**src/rtl/dpram_read_arbiter_pkg.sv**
```systemverilog
// Shared definitions for the line-buffer read path.
//   log2()       : address width for a count of items, never less than 1 bit
//   elm_width()  : width of an element select for a row of 'words' elements
//   rd_tag_t     : one latency-pipe stage, {valid, requester id}
// No ports.
package globalDefinitions;

    // Ceiling log2 with a floor of 1, so a count of 1 still yields a usable
    // 1-bit select instead of a zero-width vector.
    function automatic int log2(input int value);
        int result;
        result = 1;
        for (int w = 1; w < 31; w++) begin
            if ((1 << w) < value) begin
                result = w + 1;
            end
        end
        return result;
    endfunction

    // Element-select width is the log2 of the number of elements per row.
    function automatic int elm_width(input int words);
        return log2(words);
    endfunction

    // Widest requester id carried in the latency pipe (up to 256 requesters).
    // Narrower ids are zero-extended into it.
    localparam int TAG_ID_W = 8;

    typedef struct packed {
        logic                valid;
        logic [TAG_ID_W-1:0] id;
    } rd_tag_t;

endpackage

```
**src/rtl/dpram_read_arbiter_rr_arbiter.sv**
```systemverilog
// Round-robin arbiter with its own rotating priority pointer.
//   clk          in   clock, rising edge
//   reset        in   asynchronous, active-high; pointer returns to 0
//   eligible     in   [N] requesters that may be granted this cycle
//   grant_valid  out  some requester is granted this cycle
//   grant_idx    out  index of the granted requester (0 when none)
module rr_arbiter
    import globalDefinitions::*;
#(
    parameter int N = 4
) (
    input  logic                 clk,
    input  logic                 reset,
    input  logic [N-1:0]         eligible,
    output logic                 grant_valid,
    output logic [log2(N)-1:0]   grant_idx
);

    localparam int IDX_W = log2(N);

    logic [IDX_W-1:0] ptr_reg;
    logic [IDX_W-1:0] ptr_next;
    logic [IDX_W:0]   cand_sum;
    logic [IDX_W-1:0] cand;

    // Scan from the farthest offset back to the pointer so the candidate
    // closest to the pointer is the last one written and therefore wins.
    always_comb begin
        grant_valid = 1'b0;
        grant_idx   = '0;
        cand_sum    = '0;
        cand        = '0;
        for (int k = N - 1; k >= 0; k--) begin
            cand_sum = {1'b0, ptr_reg} + (IDX_W + 1)'(k);
            if (cand_sum >= (IDX_W + 1)'(N)) begin
                cand_sum = cand_sum - (IDX_W + 1)'(N);
            end
            cand = cand_sum[IDX_W-1:0];
            if (eligible[cand]) begin
                grant_valid = 1'b1;
                grant_idx   = cand;
            end
        end
    end

    // Pointer moves one past the winner. With N == 1 the winner is always
    // N-1, so the pointer stays at 0.
    always_comb begin
        ptr_next = ptr_reg;
        if (grant_valid) begin
            if (int'(grant_idx) == N - 1) begin
                ptr_next = '0;
            end else begin
                ptr_next = grant_idx + 1'b1;
            end
        end
    end

    always_ff @(posedge clk or posedge reset) begin
        if (reset) begin
            ptr_reg <= '0;
        end else begin
            ptr_reg <= ptr_next;
        end
    end

endmodule

```
**src/rtl/dpram_read_arbiter.sv**
```systemverilog
// Round-robin read-port arbiter for a banked simple dual-port line-buffer RAM.
// One read issued per cycle; each result is routed back to its issuer after
// READ_LATENCY cycles. Reads to the row being written this cycle can be held off.
//   clk, reset            clock / asynchronous active-high reset
//   req_valid/ready       per-requester handshake (ready is one-hot or zero)
//   req_addr, req_elm     per-requester row address and element select
//   wr_we, wr_addr        snooped RAM write port
//   ram_raddr(_elm)       read address to the RAM, held between grants
//   ram_q                 RAM read data (full row)
//   rsp_valid, rsp_data   one-hot response strobe and the forwarded row
module dpram_read_arbiter
    import globalDefinitions::*;
#(
    parameter int NUM_REQ      = 4,
    parameter int ADDR_WIDTH   = 1,
    parameter int WORD_SIZE    = 1,
    parameter int WORDS        = 1,
    parameter int READ_LATENCY = 1,
    parameter int HAZARD_STALL = 1
) (
    input  logic                                      clk,
    input  logic                                      reset,
    input  logic [NUM_REQ-1:0]                        req_valid,
    output logic [NUM_REQ-1:0]                        req_ready,
    input  logic [NUM_REQ-1:0][ADDR_WIDTH-1:0]        req_addr,
    input  logic [NUM_REQ-1:0][elm_width(WORDS)-1:0]  req_elm,
    input  logic                                      wr_we,
    input  logic [ADDR_WIDTH-1:0]                     wr_addr,
    output logic [ADDR_WIDTH-1:0]                     ram_raddr,
    output logic [elm_width(WORDS)-1:0]               ram_raddr_elm,
    input  logic [WORDS-1:0][WORD_SIZE-1:0]           ram_q,
    output logic [NUM_REQ-1:0]                        rsp_valid,
    output logic [WORDS-1:0][WORD_SIZE-1:0]           rsp_data
);

    localparam int ELM_W = elm_width(WORDS);
    localparam int IDX_W = log2(NUM_REQ);

    logic [NUM_REQ-1:0]    eligible;
    logic                  grant_valid;
    logic                  grant_ok;
    logic [IDX_W-1:0]      grant_idx;
    logic [ADDR_WIDTH-1:0] raddr_hold_reg;
    logic [ELM_W-1:0]      elm_hold_reg;
    rd_tag_t               issue_tag;
    rd_tag_t               tag_pipe_reg [READ_LATENCY];
    rd_tag_t               out_tag;

    genvar gi;

    // A requester targeting the row being written this cycle sits out the
    // arbitration; it neither wins nor disturbs the rotation.
    generate
        for (gi = 0; gi < NUM_REQ; gi++) begin : g_eligible
            assign eligible[gi] = req_valid[gi] &&
                !((HAZARD_STALL != 0) && wr_we && (req_addr[gi] == wr_addr));
        end
    endgenerate

    rr_arbiter #(
        .N (NUM_REQ)
    ) u_rr_arbiter (
        .clk         (clk),
        .reset       (reset),
        .eligible    (eligible),
        .grant_valid (grant_valid),
        .grant_idx   (grant_idx)
    );

    // The grant path is combinational, so mask it while reset is held to
    // keep ready low and the RAM address at 0.
    assign grant_ok = grant_valid && !reset;

    generate
        for (gi = 0; gi < NUM_REQ; gi++) begin : g_ready
            assign req_ready[gi] = grant_ok && (grant_idx == IDX_W'(gi));
        end
    endgenerate

    // Idle cycles replay the last issued address so the RAM input stays quiet.
    always_comb begin
        ram_raddr     = raddr_hold_reg;
        ram_raddr_elm = elm_hold_reg;
        if (reset) begin
            ram_raddr     = '0;
            ram_raddr_elm = '0;
        end else if (grant_ok) begin
            ram_raddr     = req_addr[grant_idx];
            ram_raddr_elm = req_elm[grant_idx];
        end
    end

    always_ff @(posedge clk or posedge reset) begin
        if (reset) begin
            raddr_hold_reg <= '0;
            elm_hold_reg   <= '0;
        end else if (grant_ok) begin
            raddr_hold_reg <= req_addr[grant_idx];
            elm_hold_reg   <= req_elm[grant_idx];
        end
    end

    // Latency pipe: the tag entering stage 0 at the end of the issue cycle
    // leaves the last stage exactly when the RAM presents that read's data.
    assign issue_tag = '{valid: grant_ok, id: TAG_ID_W'(grant_idx)};

    generate
        for (gi = 0; gi < READ_LATENCY; gi++) begin : g_stage
            if (gi == 0) begin : g_first
                always_ff @(posedge clk or posedge reset) begin
                    if (reset) begin
                        tag_pipe_reg[gi] <= '0;
                    end else begin
                        tag_pipe_reg[gi] <= issue_tag;
                    end
                end
            end else begin : g_next
                always_ff @(posedge clk or posedge reset) begin
                    if (reset) begin
                        tag_pipe_reg[gi] <= '0;
                    end else begin
                        tag_pipe_reg[gi] <= tag_pipe_reg[gi-1];
                    end
                end
            end
        end
    endgenerate

    assign out_tag = tag_pipe_reg[READ_LATENCY-1];

    generate
        for (gi = 0; gi < NUM_REQ; gi++) begin : g_rsp
            assign rsp_valid[gi] = out_tag.valid && (out_tag.id == TAG_ID_W'(gi));
        end
    endgenerate

    assign rsp_data = ram_q;

endmodule
```
**config.mk**
```make
export PLATFORM = sky130hd
export DESIGN_NAME = dpram_read_arbiter
export DESIGN_NICKNAME = d
export VERILOG_FILES = /design/src/rtl/dpram_read_arbiter_pkg.sv /design/src/rtl/dpram_read_arbiter_rr_arbiter.sv /design/src/rtl/dpram_read_arbiter.sv
export SDC_FILE = /design/constraint.sdc
export NUM_CORES = 1
export LEC_CHECK = 0
export BUFFER_PORTS_ARGS = -buffer_cell sky130_fd_sc_hd__buf_2
export CAP_MARGIN = 20
export CORE_MARGIN = 2
export CORE_UTILIZATION = 41
export DETAILED_ROUTE_END_ITERATION = 8
export HOLD_SLACK_MARGIN = 0.02
export PLACE_DENSITY_LB_ADDON = 0.2
export SYNTH_ARGS = -nofsm -noshare
export SYNTH_HDL_FRONTEND = slang
export SYNTH_SLANG_ARGS = --single-unit
```
**constraint.sdc**
```tcl
create_clock -name clk -period 2.35 [get_ports clk]
set_input_delay 0.3525 -clock clk [delete_from_list [all_inputs] [get_ports clk]]
set_output_delay 0.3525 -clock clk [all_outputs]
set_load 0.05 [all_outputs]
```
==> impl_metrics.toml <==
[cts]
path_clk_slew_ns = 0.06
tritoncts_clock_tree = "done"
cts_hold_buffers = 0
clkLatencyLatePin_ns = 0.25
cts_num_sinks = 7
cts_root_buf = "clkbuf_4"
htree_levels = 1
cts_max_path_buffers = 2
numCtsBuffers = 3

[logic_synthesis]
synth_xor_xnor_area_share_pct = 5.490
synth_top_flop_cell = "dfrtp_1"
ys_warn_count = 0
synth-async-reset-ratio_pct = 100.0
largest_family_of_logic_cells_by_synthesized_area = "simple AND/OR/NAND/NOR gates"
syn_area_sq_um = 638.1
synth_simple_gate_area_share_pct = 19.02
synth_compound_gate_area_share_pct = 11.57
number_of_enable_flip_flop_cells_after_synthesis = 0
adder_and_majority_gate_portion_of_the_synthesized_area_pct = 7.843
syn-instance-count = 72
synth_seq_cells = 7
yosys.cell_types.count = 28
synth.mux.area_fraction_pct = 15.10
synth.avg_cell_area_sq_um = 8.863
number_of_nets_produced_by_synthesis = 93
seq_area_frac_synth_pct = 27.45

[place]
gp_routability_congestion = 0.7751
port_buffers = 25
dp_cells = 127
dp_hpwl_mm = 1.307

[sta]
final.setup_skew_ns = 0.002106
setup_viol = 6
final_period_utilization_pct = 111.9
max_slew_margin_pct = 74.47
hold_viol = 0
rsz0062_at_grt = "true"
post-route-min-period_ns = 2.630
slew_viol_final = 0
tightest_slew_ns = 0.3789
finalWorstSetupSlack_ns = -0.2795
max_freq_mhz = 380.3

[drt]
avgRoutedWirePerCell_microns = 15.14
via_count = 696
detailedRoute.firstIterationViolations = 8
drtPass1Iterations = 4
postRouteWirelength_mm = 2.044
drt.antenna.violating_nets = 0
dr_drc_count = 0
vias_per_cell = 5.156

[global_routing]
pin_count_of_the_biggest_net_entering_global_routing = 14
overall_fraction_of_global_route_tracks_in_use_pct = 21.74
first_global_vias = 721
initial_antenna_violation_count = 0
grt_first_pass_wirelength_mm = 3.029
grt_remaining_overflow = 0

[setup_path]
cp.required_ns = 2.00
crit_path_class = "in2out"
worst_ep_arrival_time_ns = 2.28
crit_slowest_cell = "mux4_2"
timing.critical_path.to_type = "output pin"
crit_path_cell_trace = "buf_8 -> xor2_2 -> nand2b_4 -> a221o_1 -> a31oi_4 -> mux4_2 -> mux2i_4 -> buf_6"
worstSetupStartpointType = "input port"
worst-path-max-fanout = 4
crit_path_max_incr_delay_ns = 0.57

[run]
max_cap_violations = 0

[layout]
insertedDiodeCount = 0
mostFrequentLayoutCells = "buf_4, buf_2, inv_1, dfrtp_1, buf_6"
filler_cell_count = 102
final_layout_size_suffix_gt1_share_pct = 63.03
final_cell_count_no_fill = 135
areaGrowthSynthToFinish_pct = 87.45
max_ffs_per_register = 3
final_util_pct = 80.34
final_common_cell = "buf_4"
nNetsFinal = 141

[pwr]
power_density_mw_per_mm2 = 838.3
power.net_switching_w = 0.0004509
ir_drop_uv = 593.7
clockPowerShare_pct = 11.2
combinationalPowerShare_pct = 67.0
static-leakage-power_nw = 0.5875
cell_internal_pwr_w = 0.0005518
sw_frac_of_total_pct = 44.97
power.sequential.fraction_pct = 21.7

[floorplanning]
die-height_microns = 43.45
ioPinCount = 28
floorplan.die.width_microns = 43.45
core_area_sq_mm = 0.001489
die_area_sq_mm = 0.001888
initial_core_util_pct = 42.86
row_count = 14

[min_path]
hold_path_class = "in2async"

[outcome]
outcome = "finished with violations"
violations = "negative setup slack"
## cells in the mapped netlist (2+ instances only)
cell | instances | area share (%)
inv_1 | 15 | 8.8
o2111ai_1 | 2 | 2.7
mux4_2 | 2 | 7.1
mux2i_1 | 4 | 6.3
and3_1 | 5 | 4.9
o21ai_1 | 3 | 2.4
nor2_1 | 3 | 1.8
nand2_1 | 4 | 2.4
o21ai_0 | 2 | 1.6
ha_1 | 4 | 7.8
and2_1 | 2 | 2.0
xor2_1 | 3 | 4.1
buf_4 | 2 | 2.4
dfrtp_1 | 7 | 27
## critical path: cells and delay by family
kind / cells / cell delay, ns
buf+inv: 2 / 0.30
mux: 2 / 0.74
compound gates: 2 / 0.56
simple gates: 1 / 0.15
xor+xnor: 1 / 0.17
## metrics by stage
stage	cell area (sq um)	total power (W)	worst slack [ns]	setup TNS (ns)	hold WS, ns
global route	1196	0.001060	-0.3383	-1.642	0.1155
floorplan	678.2	0.0005569	-0.1820	-0.3584	0.1974
CTS	1115	0.0009186	-0.2279	-0.5579	0.1001
detailed placement	924.6	0.0006994	-0.4481	-2.073	0.3690
global placement	924.6	0.0006830	-0.3957	-1.549	0.3591
finish	1196	0.001003	-0.2795	-1.079	0.09049
## layer usage
layer  vias to the layer above  wire length, microns  global-route usage [%]
li1                        335                     -                       -
met1                       339                   727                   21.35
met2                        18                  1242                   42.39
met3                         4                    44                   3.333
met4                         0                    29                   12.12
met5                         -                     0                       0
## cell type report
type / count / area [sq um] / area share, %
multi-input combinational: 46 / 541.8 / 45.29
timing repair buffer: 46 / 362.8 / 30.33
sequential: 7 / 176.4 / 14.75
inverter: 16 / 68.82 / 5.753
clock buffer: 4 / 26.28 / 2.197
tap: 16 / 20.02 / 1.674
## power by group through the flow
stage | clock [W] | sequential (W) | combinational [W]
CTS | 0.000114 | 0.000215 | 0.000589
floorplan | 0 | 0.000199 | 0.000358
global placement | 0 | 0.000201 | 0.000482
detailed placement | 0 | 0.000206 | 0.000494
finish | 0.000113 | 0.000218 | 0.000672
global route | 0.000121 | 0.000224 | 0.000714
## path summary, 6_finish.rpt
| check | slack (ns) | end | cells past startpoint | start |
|---|---|---|---|---|
| setup / recovery | -0.28 | ram_raddr | 8 | wr_addr |
| hold / removal | 0.09 | out_tag[1] | 3 | reset |
| setup reg to reg | 0.39 | u_rr_arbiter.ptr_reg[1] | 7 | u_rr_arbiter.ptr_reg[1] |
| hold reg to reg | 0.54 | raddr_hold_reg | 2 | raddr_hold_reg |
| max in group asynchronous | 2.10 | u_rr_arbiter.ptr_reg[1] | 3 | reset |
| min in group clk | 0.54 | raddr_hold_reg | 2 | raddr_hold_reg |
## cell families (layout without fill, tap and decap cells)
| logic type | Yosys count | after routing |
|---|---|---|
| compound gates | 11 | 11 |
| xor+xnor | 4 | 4 |
| fa+ha+maj | 4 | 4 |
| buf+inv | 19 | 66 |
| flops | 7 | 7 |
| mux | 7 | 7 |
| simple gates | 20 | 20 |
## repair_timing
item / CTS / global route
gates resized for setup: 36 / 14
buffers inserted: 1 / 3
pin swaps: 5 / 3
endpoints found under the setup margin: 6 / 6
cloned: 0 / 0
Power figures use the tool's default switching activity.
